### src/rtl/bta_reduce_sched_if.sv
// Operand/result stream bundle for bta_reduce_sched.
// master: operand producer and result consumer (drives in_valid/in_data/out_ready).
// slave : the reduction block (drives in_ready/out_valid/out_sum).
interface bta_reduce_sched_if #(
  parameter int N = 8,
  parameter int m = 16
);
  logic                    in_valid;
  logic                    in_ready;
  logic [m-1:0]            in_data;
  logic                    out_valid;
  logic                    out_ready;
  logic [m+$clog2(N)-1:0]  out_sum;

  modport master (
    output in_valid, in_data, out_ready,
    input  in_ready, out_valid, out_sum
  );

  modport slave (
    input  in_valid, in_data, out_ready,
    output in_ready, out_valid, out_sum
  );
endinterface

### src/rtl/bta_reduce_sched.sv
// Time-multiplexed binary-tree reduction of N unsigned m-bit operands.
// Operands are buffered during LOAD, then summed pairwise in tree order with
// one shared adder (one addition per clock), and the total is offered on the
// output stream in DONE.
// Ports:
//   clk   - clock
//   rst   - synchronous active-high reset
//   clr   - synchronous abort of the current reduction
//   busy  - high in REDUCE or DONE
//   bus   - slave side of the operand/result stream (bta_reduce_sched_if)
//
// state  | meaning
// LOAD   | accepting operands into slot[ld_cnt]
// REDUCE | one tree addition per cycle, level lvl, pair pk
// DONE   | slot[0] presented on out_sum until taken
module bta_reduce_sched #(
  parameter int N = 8,
  parameter int m = 16
) (
  input  logic clk,
  input  logic rst,
  input  logic clr,
  output logic busy,
  bta_reduce_sched_if.slave bus
);
  localparam int LG = $clog2(N);
  localparam int W  = m + LG;
  localparam logic [LG-1:0] PK_ONE  = 1;
  localparam logic [LG:0]   CNT_ONE = 1;
  localparam logic [LG:0]   CNT_LAST = (LG+1)'(N - 1);
  localparam logic [LG:0]   LVL_TOP  = (LG+1)'(LG);

  typedef enum logic [1:0] {LOAD = 2'd0, REDUCE = 2'd1, DONE = 2'd2} state_t;

  state_t        state, state_nxt;
  logic [W-1:0]  slot [N];
  logic [LG:0]   ld_cnt, ld_cnt_nxt;
  logic [LG:0]   lvl, lvl_nxt;
  logic [LG-1:0] pk, pk_nxt;
  logic          load_fire, add_fire;
  logic [LG-1:0] base, partner, pk_last;
  logic [W-1:0]  sum;

  // Pair addressing: left operand at pk*2^lvl, right one half a stride further.
  always_comb begin
    base    = pk << lvl;
    partner = base + (PK_ONE << (lvl - CNT_ONE));
    pk_last = (LG)'((N >> lvl) - 1);
    // Carry-out is dropped: N m-bit operands always fit in m+log2(N) bits.
    sum     = slot[base] + slot[partner];
  end

  always_comb begin
    state_nxt  = state;
    ld_cnt_nxt = ld_cnt;
    lvl_nxt    = lvl;
    pk_nxt     = pk;
    load_fire  = 1'b0;
    add_fire   = 1'b0;
    if (clr) begin
      state_nxt  = LOAD;
      ld_cnt_nxt = '0;
      lvl_nxt    = CNT_ONE;
      pk_nxt     = '0;
    end else begin
      case (state)
        LOAD: begin
          if (bus.in_valid) begin
            load_fire  = 1'b1;
            ld_cnt_nxt = ld_cnt + CNT_ONE;
            if (ld_cnt == CNT_LAST) begin
              state_nxt = REDUCE;
              lvl_nxt   = CNT_ONE;
              pk_nxt    = '0;
            end
          end
        end
        REDUCE: begin
          add_fire = 1'b1;
          if (pk == pk_last) begin
            pk_nxt = '0;
            if (lvl == LVL_TOP) state_nxt = DONE;
            else                lvl_nxt   = lvl + CNT_ONE;
          end else begin
            pk_nxt = pk + PK_ONE;
          end
        end
        DONE: begin
          if (bus.out_ready) begin
            state_nxt  = LOAD;
            ld_cnt_nxt = '0;
            lvl_nxt    = CNT_ONE;
          end
        end
        default: state_nxt = LOAD;
      endcase
    end
  end

  always_ff @(posedge clk) begin
    if (rst) begin
      state  <= LOAD;
      ld_cnt <= '0;
      lvl    <= CNT_ONE;
      pk     <= '0;
    end else begin
      state  <= state_nxt;
      ld_cnt <= ld_cnt_nxt;
      lvl    <= lvl_nxt;
      pk     <= pk_nxt;
    end
  end

  always_ff @(posedge clk) begin
    if (rst) begin
      for (int i = 0; i < N; i++) slot[i] <= '0;
    end else if (load_fire) begin
      slot[ld_cnt[LG-1:0]] <= {{LG{1'b0}}, bus.in_data};
    end else if (add_fire) begin
      slot[base] <= sum;
    end
  end

  // Outputs decode registered state only; no path from in_valid/out_ready.
  assign bus.in_ready  = (state == LOAD);
  assign bus.out_valid = (state == DONE);
  assign bus.out_sum   = (state == DONE) ? slot[0] : '0;
  assign busy          = (state != LOAD);
endmodule

### src/flat_wrapper.sv
// flat-port wrapper written by rule: the top's interface ports become plain ports
module bta_reduce_sched_flat 
#(
  parameter int N = 8,
  parameter int m = 16
)
  (clk, rst, clr, busy, bus_in_valid, bus_in_data, bus_out_ready, bus_in_ready, bus_out_valid, bus_out_sum);
  bta_reduce_sched_if #(.N(N), .m(m)) bus_i ();
  input  logic clk;
  input  logic rst;
  input  logic clr;
  output logic busy;
  input wire logic [$bits(bus_i.in_valid)-1:0] bus_in_valid;
  input wire logic [$bits(bus_i.in_data)-1:0] bus_in_data;
  input wire logic [$bits(bus_i.out_ready)-1:0] bus_out_ready;
  output wire logic [$bits(bus_i.in_ready)-1:0] bus_in_ready;
  output wire logic [$bits(bus_i.out_valid)-1:0] bus_out_valid;
  output wire logic [$bits(bus_i.out_sum)-1:0] bus_out_sum;
  assign bus_i.in_valid = bus_in_valid;
  assign bus_i.in_data = bus_in_data;
  assign bus_i.out_ready = bus_out_ready;
  assign bus_in_ready = bus_i.in_ready;
  assign bus_out_valid = bus_i.out_valid;
  assign bus_out_sum = bus_i.out_sum;
  bta_reduce_sched #(.N(N), .m(m)) u_core (.clk(clk), .rst(rst), .clr(clr), .busy(busy), .bus(bus_i));
endmodule
### config.mk
export PLATFORM = sky130hd
export DESIGN_NAME = bta_reduce_sched_flat
export DESIGN_NICKNAME = d
export VERILOG_FILES = /design/src/rtl/bta_reduce_sched_if.sv /design/src/rtl/bta_reduce_sched.sv /design/src/flat_wrapper.sv
export SDC_FILE = /design/constraint.sdc
export NUM_CORES = 1
export LEC_CHECK = 0
export BUFFER_PORTS_ARGS = -buffer_cell sky130_fd_sc_hd__buf_2
export CAP_MARGIN = 10
export CORE_MARGIN = 2
export CORE_UTILIZATION = 65
export DETAILED_ROUTE_END_ITERATION = 16
export PLACE_DENSITY = 0.81
export SYNTH_ARGS = -nofsm -noshare
export SYNTH_HDL_FRONTEND = slang
export SYNTH_SLANG_ARGS = --single-unit
### constraint.sdc
create_clock -name clk -period 16 [get_ports clk]
set_input_delay 1.6 -clock clk [delete_from_list [all_inputs] [get_ports clk]]
set_output_delay 1.6 -clock clk [all_outputs]
set_load 0.02 [all_outputs]
==> impl_metrics.py <==
metrics = {
    "clock_tree": {
        "clk_latency_ps": 430,
        "clkSlewWorstSetupHoldPaths_ps": 70,
        "cts_max_level": 4,
        "cts.hold.buffers_added": 0,
        "cts_setup_buffers": 0,
        "cts_buffers": 17,
        "postCtsResizedCells": 0,
        "cts-root-buf": "clkbuf_16",
        "clockBufferDepth": 2,
        "cts_tree": "built",
        "cts.sinks": 165,
    },
    "cells_and_area": {
        "drive_above_1_share_pct": 13.2,
        "fillCellCount": 1114,
        "layout.cells.non_filler": 1306,
        "utilization_pct": 72.8,
        "multiInputGateArea_mm2": 0.00505,
        "regArea_mm2": 0.00482,
        "diodes": 0,
        "final_area_mm2": 0.0111,
        "syn_to_final_growth_pct": 8.82,
        "final_nets": 1129,
    },
    "grt": {
        "antenna_found_initial": 0,
        "grt_overflow_total": 0,
        "grt_pass1_wl_um": 44300,
        "grt_max_degree": 58,
        "track_usage_pct": 35.6,
        "grt_pass1_vias": 8225,
    },
    "floorplanning": {
        "num_rows": 45,
        "core-area_mm2": 0.0153,
        "dieArea_mm2": 0.0167,
        "fp.dieW_um": 129,
        "io_pins": 43,
        "die-height_um": 129,
        "initial_core_util_pct": 66.9,
    },
    "setup_path": {
        "crit_arrival_ps": 7610,
        "critical_path_required_ps": 16150,
        "slowest_stage": "a211oi_1",
        "startpoint_type": "flop",
        "rr_startpoint": "u_core.lvl[3]",
        "startpoint": "u_core.lvl[3]",
        "cp-end-kind": "flop",
        "path_max_fanout": 57,
        "path_cells": "or3_4, nor2_8, inv_2, buf_4, fa_1, xnor2_2, xnor2_4, buf_4, mux4_2, nor2b_1, a221oi_1, ha_1, inv_1, fa_1, nor2b_1, o2111ai_1, a21boi_0, o211ai_1, and4_1, a211oi_1, nor2_1",
        "worstSetupPathType": "flop to flop",
        "r2r_slack_ps": 8540,
        "slowest_delay_ps": 740,
    },
    "detailed_routing": {
        "dr.pass1.iters": 6,
        "detail-route-antenna-nets": 0,
        "wire_per_inst_um": 22.1,
        "vias_per_cell": 6.60,
        "drt_iter0_markers": 1123,
        "routed_wl_um": 28800,
        "drc": 0,
        "vias": 8619,
    },
    "logic_synthesis": {
        "yosys-top-cells-count": "nand2_1 (195), nor2_1 (164), edfxtp_1 (152)",
        "synthDistinctLibCells": 70,
        "synth_ff_type": "edfxtp_1",
        "yosysSeqAreaShare_pct": 47.3,
        "synth-edff-count": 152,
        "syn_area_mm2": 0.0102,
        "synth-xor-area-share_pct": 2.40,
        "syn_inst": 1065,
        "yosysMostFrequentCell": "nand2_1",
        "synth_compound_area_share_pct": 8.98,
        "synth_top_family_by_area": "simple AND/OR/NAND/NOR gates",
        "yosys_register_bits": 165,
        "synth_largest_area_cell": "edfxtp_1",
        "synth_area_leaders": "edfxtp_1 (45%), nand2_1 (7.2%), nor2_1 (6.0%)",
        "synth_adder_area_share_pct": 3.34,
        "synthArstFlopShare_pct": 0,
        "synth_nets": 1112,
        "synth_mux_area_share_pct": 9.14,
        "synth_top_area_share_pct": 44.7,
        "ys.warnings.count": 0,
        "avgSynthCellArea_um2": 9.58,
        "synthSimpleGateAreaFrac_pct": 25.6,
    },
    "timing": {
        "period_minus_slack_ps": 7460,
        "hold_viol": 0,
        "setup_viol": 0,
        "worst_pin_slew_ps": 1130,
        "setup_ws_ps": 8540,
        "finalSetupTns_ps": 0,
        "slew_viol_final": 0,
        "hold_ws_ps": 462,
        "relSlewSlack_pct": 24.8,
        "rsz0062_at_grt": "no",
        "skew_ps": 7.86,
        "fmax_mhz": 134,
        "finalCritPeriodShare_pct": 46.6,
    },
    "placement": {
        "placed_cell_area_mm2": 0.0105,
        "place_congestion": 0.887,
        "placed_cells": 1274,
        "place_ws_ps": 8800,
        "hpwl_um": 17400,
        "io_buffers": 42,
    },
    "run": {
        "drv_cap": 0,
    },
    "hold_path": {
        "hold_start": "u_core.ld_cnt[3]",
        "hold_path.class": "flop to flop",
    },
    "run_status": {
        "status": "finished, final reports clean",
    },
    "pwr": {
        "p_leak_nw": 4.21,
        "power.total_uw": 969,
        "worst_ir_drop_vdd_v": 0.0000750,
        "p_per_area_mw_per_mm2": 87.3,
    },
}
state kept, by name, indices dropped and copies added (netlist names):
signal         flops
u_core.ld_cnt      4
u_core.lvl         4
u_core.pk          3
u_core.state       2
u_core.slot      152
metal layers:
metal	part of all wire (%)	vias up	GRT usage, %
li1	-	3849	-
met1	38	4117	47.6
met4	3.4	0	15.3
met5	0	-	0
met3	10	98	5.86
met2	49	555	58.3
final cells by class:
cell class                 instances  share of cell area [%]
clock buffer                      18                    3.87
clock inverter                    14                    1.13
sequential                       165                    43.5
inverter                          14                   0.473
tap                              211                    2.38
timing repair buffer              62                    3.25
multi-input combinational        822                    45.5
where the power goes:
group	switching, mW	leakage (nW)	internal (mW)
sequential	0.00943	1.68	0.485
clock	0.178	0.275	0.216
combinational	0.0509	2.26	0.0293
kinds of logic after synthesis:
family / Yosys count
adders and majority gates: 26
xor gates and xnor gates: 25
AOI/OAI and AO/OA: 131
muxes: 68
DFF: 165
buffers and inverters: 78
and+or+nand+nor: 572
worst paths after layout:
path / end / cells after the start
worst min register to register: u_core.ld_cnt[3] / 2
worst min-delay path: u_core.ld_cnt[3] / 2
worst max register to register: u_core.slot[7][12] / 21
worst max-delay path: u_core.slot[7][12] / 21
layout by cell type (no fill, tap or decap), drive strengths merged, types with 18 or more instances in the layout:
cell type  count
nand3        101
inv           19
and2          22
nor2b         27
a221oi        18
mux4          20
edfxtp       152
nor2         165
nand2        195
clkbuf        18
ha            24
a21oi         35
buf           62
o21ai         29
mux2i         47
critical path, delay by kind of cell (launching register included):
family	cells	cell delay (ps)
xor gates and xnor gates	2	510
muxes	1	360
AOI/OAI and AO/OA	5	1650
adders and majority gates	3	1150
DFF	1	470
buffers and inverters	4	1190
and+or+nand+nor	6	1750
No activity file was read; power rests on OpenSTA's default activity.
